[src/rtl/ledda_pkg.sv]
// ledda_pkg: shared constants, state encoding and prescale helper for the
// SB_LEDDA_IP register-write sequencer.
package ledda_pkg;

  // SB_LEDDA_IP register addresses (LEDDADDR[3:0])
  localparam logic [3:0] ADDR_CR0  = 4'h8;
  localparam logic [3:0] ADDR_BR   = 4'h9;
  localparam logic [3:0] ADDR_ONR  = 4'hA;
  localparam logic [3:0] ADDR_OFR  = 4'hB;
  localparam logic [3:0] ADDR_BCRR = 4'h5;
  localparam logic [3:0] ADDR_BCFR = 4'h6;
  localparam logic [3:0] ADDR_PWRR = 4'h1;
  localparam logic [3:0] ADDR_PWRG = 4'h2;
  localparam logic [3:0] ADDR_PWRB = 4'h3;

  // Mask bit index of each register; writes go out in ascending index order
  localparam logic [3:0] IDX_CR0  = 4'd0;
  localparam logic [3:0] IDX_BR   = 4'd1;
  localparam logic [3:0] IDX_ONR  = 4'd2;
  localparam logic [3:0] IDX_OFR  = 4'd3;
  localparam logic [3:0] IDX_BCRR = 4'd4;
  localparam logic [3:0] IDX_BCFR = 4'd5;
  localparam logic [3:0] IDX_PWRR = 4'd6;
  localparam logic [3:0] IDX_PWRG = 4'd7;
  localparam logic [3:0] IDX_PWRB = 4'd8;
  localparam int         NUM_REGS = 9;

  typedef enum logic [2:0] {
    ST_IDLE,
    ST_LOAD,
    ST_WRITE,
    ST_GAP,
    ST_FINISH
  } state_t;

  // LEDD prescaler: divides LEDDCLK down to the 64 kHz reference
  function automatic int calc_pre(input int sys_clk_hz);
    return sys_clk_hz / 64000 - 1;
  endfunction

endpackage

[src/rtl/ledda_gamma.sv]
// ledda_gamma: square-law brightness map, g = (v*v + 255) >> 8.
// Rounds up so that full scale stays full scale and 1 stays 1.
module ledda_gamma (
  input  logic [7:0] v,
  output logic [7:0] g
);

  // 16-bit square plus rounding term; the maximum (65025+255) still fits 16 bits
  assign g = 8'((16'(v) * 16'(v) + 16'd255) >> 8);

endmodule

[src/rtl/ledda_cfg_seq.sv]
// ledda_cfg_seq: runtime-reconfigurable register-write sequencer in front of
// SB_LEDDA_IP. Writes the masked subset of the nine LEDD registers in
// ascending index order, holding LEDDEXE low while writing.
// Optional feature macro: LEDDA_GAMMA_EN (square-law map of PWM fields at latch).
module ledda_cfg_seq
  import ledda_pkg::*;
#(
  parameter int         SYS_CLK_HZ = 48000000,
  parameter logic [5:0] CR0_MODE   = 6'b110101,
  parameter int         GAP_CYCLES = 0,
  parameter bit         AUTO_START = 1'b1,
  parameter logic [7:0] INIT_ONR   = 8'h19,
  parameter logic [7:0] INIT_OFR   = 8'h19,
  parameter logic [7:0] INIT_BCRR  = 8'hE3,
  parameter logic [7:0] INIT_BCFR  = 8'hA3
) (
  input  logic       clk,
  input  logic       rst_n,
  input  logic       cfg_valid,
  output logic       cfg_ready,
  input  logic [8:0] cfg_mask,
  input  logic [7:0] cfg_pwm_r,
  input  logic [7:0] cfg_pwm_g,
  input  logic [7:0] cfg_pwm_b,
  input  logic [7:0] cfg_onr,
  input  logic [7:0] cfg_ofr,
  input  logic [7:0] cfg_bcrr,
  input  logic [7:0] cfg_bcfr,
  output logic       led_cs,
  output logic       led_en,
  output logic       led_exe,
  output logic [3:0] led_addr,
  output logic [7:0] led_dat,
  output logic       busy,
  output logic       done
);

  localparam int         PRE_I = calc_pre(SYS_CLK_HZ);
  localparam logic [9:0] PRE   = 10'(PRE_I);

  if (SYS_CLK_HZ < 64000 || PRE_I > 1023) begin : g_bad_clk
    $error("ledda_cfg_seq: SYS_CLK_HZ yields a prescale outside 0..1023");
  end
  if (GAP_CYCLES < 0 || GAP_CYCLES > 15) begin : g_bad_gap
    $error("ledda_cfg_seq: GAP_CYCLES must be within 0..15");
  end

  state_t     state;
  logic [8:0] pend;
  logic [3:0] gcnt;
  logic       auto_pend;
  logic [7:0] pwm_r_q, pwm_g_q, pwm_b_q, onr_q, ofr_q, bcrr_q, bcfr_q;
  logic [7:0] pwm_r_in, pwm_g_in, pwm_b_in;
  logic       accept;
  logic       step;
  logic [3:0] nxt_idx;
  logic [3:0] nxt_addr;
  logic [7:0] nxt_dat;
  logic [8:0] nxt_pend;

`ifdef LEDDA_GAMMA_EN
  ledda_gamma u_gamma_r (.v(cfg_pwm_r), .g(pwm_r_in));
  ledda_gamma u_gamma_g (.v(cfg_pwm_g), .g(pwm_g_in));
  ledda_gamma u_gamma_b (.v(cfg_pwm_b), .g(pwm_b_in));
`else
  assign pwm_r_in = cfg_pwm_r;
  assign pwm_g_in = cfg_pwm_g;
  assign pwm_b_in = cfg_pwm_b;
`endif

  function automatic logic [3:0] lowest_set(input logic [8:0] m);
    logic [3:0] idx;
    idx = 4'd0;
    for (int i = NUM_REGS - 1; i >= 0; i--) begin
      if (m[i]) idx = 4'(i);
    end
    return idx;
  endfunction

  // A pending auto-start sequence takes the place of a handshake accept
  assign accept = (state == ST_IDLE) && (auto_pend || (cfg_valid && cfg_ready));

  // Cycles in which the sequencer moves on to the next register or finishes
  assign step = (state == ST_LOAD) ||
                (state == ST_WRITE && GAP_CYCLES == 0) ||
                (state == ST_GAP && gcnt == 4'd0);

  // Address/data of the next pending register and the mask with it removed
  always_comb begin
    nxt_idx  = lowest_set(pend);
    nxt_pend = pend & ~(9'd1 << nxt_idx);
    nxt_addr = ADDR_CR0;
    nxt_dat  = {CR0_MODE, PRE[9:8]};
    case (nxt_idx)
      IDX_BR:   begin nxt_addr = ADDR_BR;   nxt_dat = PRE[7:0]; end
      IDX_ONR:  begin nxt_addr = ADDR_ONR;  nxt_dat = onr_q;    end
      IDX_OFR:  begin nxt_addr = ADDR_OFR;  nxt_dat = ofr_q;    end
      IDX_BCRR: begin nxt_addr = ADDR_BCRR; nxt_dat = bcrr_q;   end
      IDX_BCFR: begin nxt_addr = ADDR_BCFR; nxt_dat = bcfr_q;   end
      IDX_PWRR: begin nxt_addr = ADDR_PWRR; nxt_dat = pwm_r_q;  end
      IDX_PWRG: begin nxt_addr = ADDR_PWRG; nxt_dat = pwm_g_q;  end
      IDX_PWRB: begin nxt_addr = ADDR_PWRB; nxt_dat = pwm_b_q;  end
      default:  ;
    endcase
  end

  // Configuration payload latch; an abandoned sequence is always reloaded before reuse
  always_ff @(posedge clk) begin
    if (accept) begin
      if (auto_pend) begin
        pwm_r_q <= 8'h00;
        pwm_g_q <= 8'h00;
        pwm_b_q <= 8'h00;
        onr_q   <= INIT_ONR;
        ofr_q   <= INIT_OFR;
        bcrr_q  <= INIT_BCRR;
        bcfr_q  <= INIT_BCFR;
      end else begin
        pwm_r_q <= pwm_r_in;
        pwm_g_q <= pwm_g_in;
        pwm_b_q <= pwm_b_in;
        onr_q   <= cfg_onr;
        ofr_q   <= cfg_ofr;
        bcrr_q  <= cfg_bcrr;
        bcfr_q  <= cfg_bcfr;
      end
    end
  end

  // Sequencer FSM with registered bus and handshake outputs
  always_ff @(posedge clk or negedge rst_n) begin
    if (!rst_n) begin
      state     <= ST_IDLE;
      pend      <= '0;
      gcnt      <= '0;
      auto_pend <= AUTO_START;
      cfg_ready <= ~AUTO_START;
      busy      <= 1'b0;
      done      <= 1'b0;
      led_cs    <= 1'b0;
      led_en    <= 1'b0;
      led_exe   <= 1'b0;
      led_addr  <= '0;
      led_dat   <= '0;
    end else begin
      done <= 1'b0;
      if (step) begin
        if (|pend) begin
          state    <= ST_WRITE;
          led_cs   <= 1'b1;
          led_en   <= 1'b1;
          led_addr <= nxt_addr;
          led_dat  <= nxt_dat;
          pend     <= nxt_pend;
        end else begin
          state   <= ST_FINISH;
          led_cs  <= 1'b0;
          led_en  <= 1'b0;
          led_exe <= 1'b1;
          done    <= 1'b1;
        end
      end else begin
        case (state)
          ST_IDLE: begin
            if (accept) begin
              state     <= ST_LOAD;
              pend      <= auto_pend ? 9'h1FF : cfg_mask;
              auto_pend <= 1'b0;
              cfg_ready <= 1'b0;
              busy      <= 1'b1;
              led_exe   <= 1'b0;
            end
          end
          ST_WRITE: begin
            state  <= ST_GAP;
            led_cs <= 1'b0;
            led_en <= 1'b0;
            gcnt   <= 4'(GAP_CYCLES - 1);
          end
          ST_GAP: begin
            gcnt <= gcnt - 4'd1;
          end
          ST_FINISH: begin
            state     <= ST_IDLE;
            busy      <= 1'b0;
            cfg_ready <= 1'b1;
          end
          default: state <= ST_IDLE;
        endcase
      end
    end
  end

endmodule

[config.mk]
export PLATFORM = sky130hd
export DESIGN_NAME = ledda_cfg_seq
export DESIGN_NICKNAME = d
export VERILOG_FILES = /design/src/rtl/ledda_pkg.sv /design/src/rtl/ledda_gamma.sv /design/src/rtl/ledda_cfg_seq.sv
export SDC_FILE = /design/constraint.sdc
export NUM_CORES = 1
export LEC_CHECK = 0
export ABC_AREA = 1
export CORE_ASPECT_RATIO = 1.25
export CORE_MARGIN = 5
export CORE_UTILIZATION = 45
export DETAILED_ROUTE_END_ITERATION = 16
export PLACE_DENSITY_LB_ADDON = 0.2
export SYNTH_ARGS = -nofsm -noshare
export SYNTH_HDL_FRONTEND = slang
export SYNTH_SLANG_ARGS = --single-unit
[constraint.sdc]
create_clock -name clk -period 3 [get_ports clk]
set_input_delay 0.45 -clock clk [delete_from_list [all_inputs] [get_ports clk]]
set_output_delay 0.45 -clock clk [all_outputs]
set_load 0.01 [all_outputs]
Yosys cells after proc, flatten, opt, wreduce, memory -nomap -nowiden
Index checks and enable logic that the tools add are counted.
Widths: inputs -> output; s select.

storage, ports and cells
  register bits after elaboration = 90
  input port bits = 68
  output and inout bits = 18

cells by class
  add/subtract/negate cells = 1
  equal/unequal tests = 17
  shift operators = 1
  multiplexer cells = 33
  bitwise gates (word level) = 3
  reductions and logical operators = 21

operators with widths
  cell                 count
  $pmux 8 s8           1
  $mux 9               5
  $mux 4               9
  $pmux 4 s8           1
  $eq 4x3->1 const B   4
  $reduce_and 3->1     4
  $mux 1               10
  $reduce_bool 2->1    5
  $and 9x9->9          1
  $mux 3               3
  $not 9->9            1
  $pmux 3 s3           1
  $reduce_or 9->1      1
  $shl 1x4->9 const A  1
  $eq 4x2->1 const B   2
  $pmux 4 s2           1
  $eq 3x2->1 const B   2
  $ne 2x2->1 const B   3
  $reduce_and 2->1     3
  $eq 4x1->1 const B   1
  $eq 4x4->1 const B   1
  $logic_not 4->1      1
  $pmux 1 s2           2
  $sub 4x1->4 const B  1
  8 further kinds      12

Depth between registers and ports, before layout
  word-level depth = 14
  gate-level depth with buffers = 15
  gate-level depth less buffers = 15

Least setup slack after synthesis
No wires, ideal clock.

  path kind = register to register
  from = reg state[1]
  to = reg pend[0]
  library setup time = 0.084 ns
  arrival = 2.970 ns
  data required time = 2.916 ns
  slack = -0.055 ns
  cell stages (with the launch flop) = 9
  path buffers = 1
  path through = dfrtp_1 > nor2_1 > inv_1 > nor2_1 > nand2_1 > inv_1 > clkbuf_1 > o21ai_0 > o21ai_1

between the ends
  elaborated cells between the ends (all ways) = 13

RTL lines
  element                      line                  text
  start, declared              ledda_cfg_seq.sv:48   state_t state;
  start signal, assigned       ledda_cfg_seq.sv:133  state <= ST_IDLE;
  start signal, assigned       ledda_cfg_seq.sv:149  state <= ST_WRITE;
  start signal, assigned       ledda_cfg_seq.sv:156  state <= ST_FINISH;
  $logic_not 3->1              ledda_cfg_seq.sv:81   assign accept = (state == ST_IDLE) && (auto_pend || (cfg_valid && cfg_ready));
  $logic_and 1x1->1            ledda_cfg_seq.sv:81
  net accept                   ledda_cfg_seq.sv:54   logic accept;
  $reduce_bool 2->1 (no line)  --
  $reduce_and 3->1 (no line)   --
  end signal, assigned         ledda_cfg_seq.sv:154  pend <= nxt_pend;
  end signal, assigned         ledda_cfg_seq.sv:167  pend <= auto_pend ? 9'h1FF : cfg_mask;
  end, declared                ledda_cfg_seq.sv:49   logic [8:0] pend;

The timed path passes the listed nets, and every way through them passes these cells.
A chain may end at the register's enable or synchronous reset.

Worst setup path in the final report
  from = reg pend[6]
  to = reg led_dat[1]

between the ends
  word-level cells in the longest chain between the ends = 9
  elaborated cells between the ends (all ways) = 18

ends and longest elaborated chain
  element                                   line                  text
  $mux 4 (7 in series)                      ledda_cfg_seq.sv:75   if (m[i]) idx = 4'(i);
  $eq 4x4->1, or another cell as far along  ledda_cfg_seq.sv:94   case (nxt_idx)
  $pmux 8 s8                                ledda_cfg_seq.sv:94
  end signal, assigned                      ledda_cfg_seq.sv:153  led_dat <= nxt_dat;
  end, declared                             ledda_cfg_seq.sv:33   output logic [7:0] led_dat,

Parallel ways exist; a longest one is shown, timed or not.

==> results.cfg <==
[run_status]
outcome = finished clean

[setup_path]
cp-end-kind = flip-flop
startpoint = pend[6]$_DFFE_PN0P_
critical_path.cell_chain = inv_2, nand2_1, nand2_1, nand2_1, nand2_1, nand2_1, buf_4, nand2_1, nand2_2, nand2_1, nor2_1, nor2_1, nand3_1, nand2_1, inv_1
slowest_delay_ns = 0.44
path_class = reg -> reg
path_common_cell = nand2_1
r2r_start = pend[6]$_DFFE_PN0P_
cp-start-kind = flip-flop
cp.arrival_ns = 2.44
slowest_stage = dfrtp_1
cp_max_fo = 13
required_ns = 3.24

[global_route]
grt_usage = 0.168
grt_antenna_before_repair = 0
grt_pass1_wl_um = 15600
grt_start_max_net_pins = 67
grt-ovfl-total = 0
grt_pass1_vias = 3333

[power_and_ir_drop]
p_per_area_nw_per_um2 = 873
leakagePower_nw = 2.60
peakVddDrop_mv = 0.361
power_frac_clock = 0.201
switchingPower_mw = 1.94
pwr-share-comb = 0.437
switching_share = 0.396
p_total_mw = 4.88
p_seq_frac = 0.362
cell_internal_pwr_mw = 2.95

[floorplan]
core_um2 = 9560
rows = 40
initial_core_util = 0.456
die_h_um = 120
num_io_pins = 86
die-area_um2 = 11800
die_w_um = 98.0

[cts]
cts_tree = built
cts_setup_buffers = 0
cts_resized = 0
clockRootBuffer = clkbuf_16
clk_pin_slew_ns = 0.06
h-tree-depth = 3
cts_buffers = 9
clock_path_buffers = 2
worstSkewPairLatency_ns = 0.34
ctsHoldBuffers = 0
cts.sinks = 90

[drt]
avgViaCountPerCell = 4.74
drt_iter0_markers = 171
routedWlPerCell_um = 13.5
routed_wl_um = 9450
routed.top_layer = met4
num_vias = 3316
route.met2.wl_um = 4860
drc = 0
firstDrtPassIters = 4
dr_wl_met3_um = 414
ant_nets = 0
met1_length_um = 4000

[logic_synthesis]
syn_inst = 483
ys_seq_area_frac = 0.581
synth.distinct_cells = 33
syn_area_per_cell_um2 = 9.02
syn-num-nets = 553
ys_ff_latch = 90
yosysWarnings = 0
synth_area_um2 = 4360

[hold_path]
min_from = gcnt[3]$_DFFE_PN0P_
hold_class = reg -> reg

[layout]
fill_cells = 857
nNetsFinal = 638
final_core_util = 0.586
syn_to_final_growth_pct = 28.5
fin_cells = 699
antennaDiodeCount = 0
drive_above_1_share = 0.108

[sta]
slew_viol_final = 0
finalWorstSetupSlack_ns = 0.799
finalSetupViolations = 0
tns_ns = 0
worst_slew_pin_slew_ns = 0.592
relSlewSlack = 0.605
rsz0062_at_grt = no
period_minus_slack_ns = 2.20
finClkSkew_ns = 0.00572
hold_viol = 0
min_period_over_period = 0.734
fmax_ghz = 0.454

[place]
gp_congestion = 0.844
port_buffers = 85
dp_cells = 683
place_ws_ns = 0.749
place_hpwl_um = 6930

[run]
max_cap_viol_count = 0
-- cell usage after synthesis --
cell | count | area, µm²
a21oi_1 | 7 | 35.0
buf_1 | 1 | 3.75
buf_2 | 1 | 5.00
buf_4 | 3 | 22.5
buf_6 | 1 | 11.3
clkbuf_1 | 10 | 37.5
dfrtp_1 | 33 | 826
dfstp_2 | 1 | 26.3
edfxtp_1 | 56 | 1680
ha_1 | 2 | 25.0
inv_1 | 65 | 244
inv_2 | 8 | 30.0
inv_4 | 1 | 6.26
inv_6 | 1 | 8.76
nand2_1 | 110 | 413
nand2_2 | 2 | 12.5
nand2_4 | 1 | 11.3
nand2_8 | 1 | 20.0
nand3_1 | 28 | 140
nand3_2 | 1 | 10.0
nand4_1 | 19 | 119
nand4_2 | 1 | 12.5
nor2_1 | 72 | 270
nor2_2 | 2 | 12.5
nor2_4 | 6 | 67.6
nor2_8 | 1 | 20.0
nor4_1 | 1 | 6.26
o21ai_0 | 17 | 85.1
o21ai_1 | 7 | 35.0
o21ai_2 | 1 | 8.76
or2_0 | 3 | 18.8
or2_2 | 17 | 106
xor2_1 | 3 | 26.3
-- cell families (layout without fill, tap and decap cells) --
logic type,Yosys count,in the layout,share of synthesized area
buffers and inverters,91,181,0.0847
adders and majority gates,2,2,0.00574
DFF,90,90,0.581
and+or+nand+nor,265,265,0.285
xor gates and xnor gates,3,3,0.00603
AOI/OAI and AO/OA,32,32,0.0376
-- layout make-up --
type / count / area (µm²) / share of cell area
flip-flops and latches: 90 / 2530 / 0.453
multi-input cells: 302 / 1460 / 0.260
repair buffers: 90 / 901 / 0.161
inverters: 75 / 289 / 0.0516
clock buffers: 9 / 225 / 0.0402
well taps: 126 / 158 / 0.0282
clock inverters: 7 / 36.3 / 0.00648
-- registers in the layout (all words and copies together) (netlist names), 3 cells and up --
name      flops
bcrr_q        8
state         3
pwm_g_q       8
bcfr_q        8
gcnt          4
onr_q         8
pwm_r_q       8
pwm_b_q       8
led_addr      4
pend          9
ofr_q         8
led_dat       8
-- per-layer routing --
metal,vias up,track usage
li1,1713,-
met1,1506,0.203
met2,85,0.290
met3,12,0.0395
met4,0,0.0615
met5,-,0
-- layout by cell type, fill, tap and decap left out, drive strengths merged --
master and instances:
nand2 114, xor2 3, nand4 20, or2 20
nor2 81, a21oi 7, buf 5, inv 75
clkdlybuf4s50 85, clkinvlp 1, dfrtp 33, ha 2
dfstp 1, edfxtp 56, clkinv 6, nor4 1
clkbuf 9, o21ai 25, nand3 29
-- through the flow --
| stage | hold slack, ns | instance area (µm²) |
|---|---|---|
| global placement | 0.457 | 5340 |
| finish | 0.471 | 5600 |
| CTS | 0.475 | 5600 |
| global route | 0.500 | 5600 |
| floorplan | 0.154 | 4360 |
| detailed placement | 0.464 | 5340 |
-- path summary, 6_finish.rpt --
kind,slack [ns],cells after the start,endpoint
min in group asynchronous,0.53,2,pend[5]$_DFFE_PN0P_
max in group asynchronous,2.13,2,auto_pend$_DFFE_PN1P_
worst max-delay path,0.80,15,led_dat[1]$_DFFE_PN0P_
worst min register to register,0.47,1,gcnt[3]$_DFFE_PN0P_
worst min-delay path,0.47,1,gcnt[3]$_DFFE_PN0P_
worst max register to register,0.80,15,led_dat[1]$_DFFE_PN0P_
-- critical path, delay by kind of cell (launching register included) --
kind                   cells  cell delay, ns
flip-flops                 1            0.44
AND/OR/NAND/NOR           12            1.36
buffers and inverters      3            0.28
-- power by group through the flow --
| stage | sequential, mW | combinational [mW] | clock [mW] |
|---|---|---|---|
| CTS | 1.77 | 2.14 | 1.00 |
| global placement | 1.79 | 2.09 | 0 |
| floorplan | 1.81 | 1.40 | 0 |
| finish | 1.77 | 2.14 | 0.983 |
| global route | 1.79 | 2.36 | 1.06 |
| detailed placement | 1.79 | 2.14 | 0 |
Power figures use the tool's default switching activity.
